--- src/rtl/subtractor_8bit_serial.sv ---
// Bit-serial two's-complement subtractor: Diff = A - B - Bin, one bit per clock, LSB first.
// Optional signed-overflow output V is built only when OVERFLOW_FLAG_EN is defined.
module subtractor_8bit_serial #(
    parameter int WIDTH = 8
) (
    input  logic             clk,
    input  logic             rst,
    input  logic             start,
    input  logic [WIDTH-1:0] A,
    input  logic [WIDTH-1:0] B,
    input  logic             Bin,
    output logic             busy,
    output logic             done,
    output logic [WIDTH-1:0] Diff,
    output logic             Bout
`ifdef OVERFLOW_FLAG_EN
    ,
    output logic             V
`endif
);

    localparam int CW = $clog2(WIDTH);

    typedef enum logic [1:0] {IDLE, SHIFT, DONE} state_t;

    state_t           state;
    logic [WIDTH-1:0] a_sr;
    logic [WIDTH-1:0] b_sr;
    logic [WIDTH-2:0] r_sr;
    logic [WIDTH-1:0] r_cat;
    logic             bw;
    logic [CW-1:0]    cnt;
    logic             a_i;
    logic             b_i;
    logic             d;
    logic             bw_next;

    assign a_i     = a_sr[0];
    assign b_i     = b_sr[0];
    assign d       = a_i ^ b_i ^ bw;
    assign bw_next = (~a_i & b_i) | (~(a_i ^ b_i) & bw);
    // Incoming bit joins at the top; on the last step r_cat is the full difference.
    assign r_cat   = {d, r_sr};

    always_ff @(posedge clk or posedge rst) begin
        if (rst) begin
            state <= IDLE;
            a_sr  <= '0;
            b_sr  <= '0;
            r_sr  <= '0;
            bw    <= 1'b0;
            cnt   <= '0;
            busy  <= 1'b0;
            done  <= 1'b0;
            Diff  <= '0;
            Bout  <= 1'b0;
`ifdef OVERFLOW_FLAG_EN
            V     <= 1'b0;
`endif
        end else begin
            case (state)
                IDLE, DONE: begin
                    done <= 1'b0;
                    if (start) begin
                        a_sr  <= A;
                        b_sr  <= B;
                        bw    <= Bin;
                        cnt   <= '0;
                        busy  <= 1'b1;
                        state <= SHIFT;
                    end else begin
                        state <= IDLE;
                    end
                end
                SHIFT: begin
                    r_sr <= r_cat[WIDTH-1:1];
                    a_sr <= a_sr >> 1;
                    b_sr <= b_sr >> 1;
                    bw   <= bw_next;
                    cnt  <= cnt + 1'b1;
                    if (cnt == CW'(WIDTH - 1)) begin
                        Diff  <= r_cat;
                        Bout  <= bw_next;
`ifdef OVERFLOW_FLAG_EN
                        // On the last step a_i/b_i are the operand MSBs and d is the result MSB.
                        V     <= (a_i != b_i) && (d != a_i);
`endif
                        busy  <= 1'b0;
                        done  <= 1'b1;
                        state <= DONE;
                    end
                end
                default: begin
                    busy  <= 1'b0;
                    done  <= 1'b0;
                    state <= IDLE;
                end
            endcase
        end
    end

endmodule

--- config.mk ---
export PLATFORM = sky130hd
export DESIGN_NAME = subtractor_8bit_serial
export DESIGN_NICKNAME = d
export VERILOG_FILES = /design/src/rtl/subtractor_8bit_serial.sv
export SDC_FILE = /design/constraint.sdc
export NUM_CORES = 1
export LEC_CHECK = 0
export ABC_AREA = 0
export CAP_MARGIN = 30
export CORE_ASPECT_RATIO = 0.9
export CORE_MARGIN = 1
export CORE_UTILIZATION = 45
export CTS_CLUSTER_SIZE = 14
export DETAILED_ROUTE_END_ITERATION = 8
export PLACE_DENSITY_LB_ADDON = 0.1
export SLEW_MARGIN = 15
export SYNTH_ARGS = -nofsm -noshare
export SYNTH_HDL_FRONTEND = slang
export SYNTH_SLANG_ARGS = --single-unit
--- constraint.sdc ---
create_clock -name clk -period 4.3 [get_ports clk]
set_input_delay 0.86 -clock clk [delete_from_list [all_inputs] [get_ports clk]]
set_output_delay 0.86 -clock clk [all_outputs]
set_load 0.05 [all_outputs]
==> impl_results.md <==
- Port Buf Inserts: 30
- Total Wirelength: roughly 3.2 mm
- P&R area growth vs syn: 23.4%
- Clock transition at the registers of the reported paths: 0.08 ns
- Root buffer cell: clkbuf_8
- Setup ws final: around 1.7 ns
- Cts-stage hold buffer count: 0
- Final hold vios: 0
- Slew Viols, Final: 0
- Worst r2r dst: a_sr[7]
- Die Ht: around 63 um
- Mapped cell area: ~1800 um2
- Max-Cap Viols: 0
- R2R Setup Slk: 2.45 ns
- Die X: between 60 and 70 um
- Internal Pwr Total: ~1.1 mW
- TNS Setup: 0 ns
- Number of global-route vias before repair: approximately 1200
- Worst setup SP type: input pin
- 1st-iter DRT viols: 51
- DR pass1 iterations: 4
- Post-CTS Resized: 0
- Clock buffer depth: 2
- TritonCTS Buffers: 5
- Sw frac: 38.2%
- Core area: 3810 um2
- Via density: 5.24
- Reg power frac: 37.7%
- Synth cell types: 26
- Slew at the pin closest to its max-slew limit: a little under 0.8 ns
- CP endpoint kind: register
- Met2 wire length: between 1 and 1.5 mm
- Crit Path Class: in2reg
- Fmax: around 380 MHz
- Clock skew: 0.00860 ns
- Post-synth EDFFs: 0
- Tmin final: ~2.6 ns
- Logic pwr share: 42.5%
- Final #Nets: 214
- Share of cells above drive strength 1: 14.1%
- Final instance area: roughly 2300 um2
- Initial core utilization: a little under 50%
- Placed Area: 2130 um2
- Post-synth ARST share: 100%
- Clock Power Share: a little under 20%
- Clock latency on the worst-skew pair: between 0.2 and 0.3 ns
- Setup crit end: a_sr[7]
- Wire per inst: 13.6 um
- Clock Sinks: 39
- Vias: roughly 1200
- Post-CTS setup buffers: 0
- # setup viols final: 0
- Fin crit share: between 60% and 70%
- Antenna viol nets, final: 0
- Htree depth: 2
- Post-synth top flop: dfrtp_1
- Max layer used: met4
- Fillers: between 300 and 400
- Global route overflow: 0
- Std cell rows: 21
- Die area: about 4300 um2
- RR Startpoint: state[0]
- Cell with the most instances after synthesis: dfrtp_1
- Maximum vdd ir drop: approximately 370 uV
- First-pass GRT wire length: between 5 and 6 mm
- Synth Area per Inst: ~11 um2
- Worst Path Max Fanout: 21
- RSZ-0062 raised after global routing: false
- Synthesis-stage register bit count: 39
- Syn nets: around 190
- Data arrival, critical path: approximately 2.8 ns
- TritonCTS clock tree: built
- Top cells by area, synth: dfrtp_1 53%, mux2_4 5.7%, nand2_1 5.3%
- Commonest cells in the synthesized netlist: 39 x dfrtp_1, 26 x nand2_1, 10 x nor2b_1
- Routability cong.: about 0.74
- Hpwl dp: 2.20 mm
- Status: completed
- Post-route DRC: 0
- Worst slew margin: between 40% and 50%
- Hold Path Class: reg2reg
- Pwr Density: ~800 nW/um2
- Synth top area share: a little over half
- Util after Layout: 59.3%
- Total global-route track usage: 16.4%
- NetSw: 692 uW
- Total chip power: roughly 1.8 mW
- Mapped Cells: 163
- Worst Reg-to-Reg Cells: 3
- Largest net degree at the start of global routing: 40
- Met1 WL: between 1.5 and 2 mm
- Cell taking the most area after synthesis: dfrtp_1
- Seq/Total Area, Yosys: between 50% and 60%
- Synth Warn #: 0
- Ports: 31
- Pre-CTS setup slack: roughly 1.4 ns
- Static Leak: 1.01 nW
- Initial antenna violation count: 0
- Crit path required time: between 4 and 5 ns
- Crit path launch: start
- Final antenna diode count: 0
- Metal3 WL: 142 um
-- worst max-delay path, cell delays in order --
cell	delay (ns)
clkdlybuf4s50_1	0.89
nor2b_1	0.69
nor2_2	0.14
a22o_1	0.21
-- layer usage --
metal | up-vias | track usage (%)
li1 | 610 | -
met1 | 598 | 20.9
met5 | - | 0
met2 | 30 | 25.7
met3 | 8 | 4.52
met4 | 0 | 8.42
-- sequential cells by signal, indices dropped and copies added, names as in the netlist --
signal / cells
Bout: 1
Diff: 8
a_sr: 8
b_sr: 8
busy: 1
bw: 1
cnt: 3
r_sr: 7
state: 2
-- cell usage in the layout, fill, tap and decap left out, drive strengths merged --
master and count:
a22o 4, ha 2, o21ai 3, nand2b 3, buf 3, nand3b 1, inv 4, clkbuf 6
mux2 9, mux2i 8, fa 1, a21oi 9, a211oi 8, xnor2 1, nor2 10, o22ai 6
bufinv 2, o2bb2ai 1, clkdlybuf4s50 30, nor2b 10, dfrtp 39, nand2 26, nor3 6
-- final cells by class --
type	instances	area, um2	area share (%)
inverter	4	15.0	0.665
clock buffer	6	72.6	3.21
sequential	39	976	43.2
clock inverter	2	60.1	2.66
multi-input combinational	108	754	33.4
tap	46	57.6	2.55
timing repair buffer	33	323	14.3
-- power by group through the flow --
stage	Sequential [mW]	Combinational (mW)	Clock, mW
2_1_floorplan	0.793	0.489	0
3_5_place_dp	0.690	0.776	0
5_1_grt	0.709	0.837	0.384
4_1_cts	0.683	0.779	0.366
6_report	0.682	0.769	0.360
3_3_place_gp	0.682	0.756	0
-- stage by stage --
| step | instances | hold slack [ns] |
|---|---|---|
| finish | 238 | 0.502 |
| global route | 238 | 0.535 |
| CTS | 238 | 0.506 |
| detailed placement | 230 | 0.489 |
| global placement | 230 | 0.465 |
| floorplan | 163 | 0.446 |
-- logic make-up after synthesis --
group                      after synthesis  share of synthesized area, %
muxes                                   17                          11.3
buffers and inverters                   16                          5.47
adders and majority gates                3                          2.46
DFF                                     39                          53.3
xor gates and xnor gates                 1                         0.479
AOI/OAI and AO/OA                       31                          11.0
and+or+nand+nor                         56                          15.9
-- how the worst min path moves through the flow --
stage	startpoint	cells past startpoint	endpoint	slack, ns
finish	r_sr[5]	2	r_sr[4]	0.50
global route	r_sr[4]	2	r_sr[4]	0.54
CTS	r_sr[3]	2	r_sr[2]	0.51
detailed placement	a_sr[7]	1	a_sr[7]	0.49
global placement	r_sr[0]	2	r_sr[0]	0.47
floorplan	r_sr[0]	2	r_sr[0]	0.45
No activity file was read; power rests on OpenSTA's default activity.
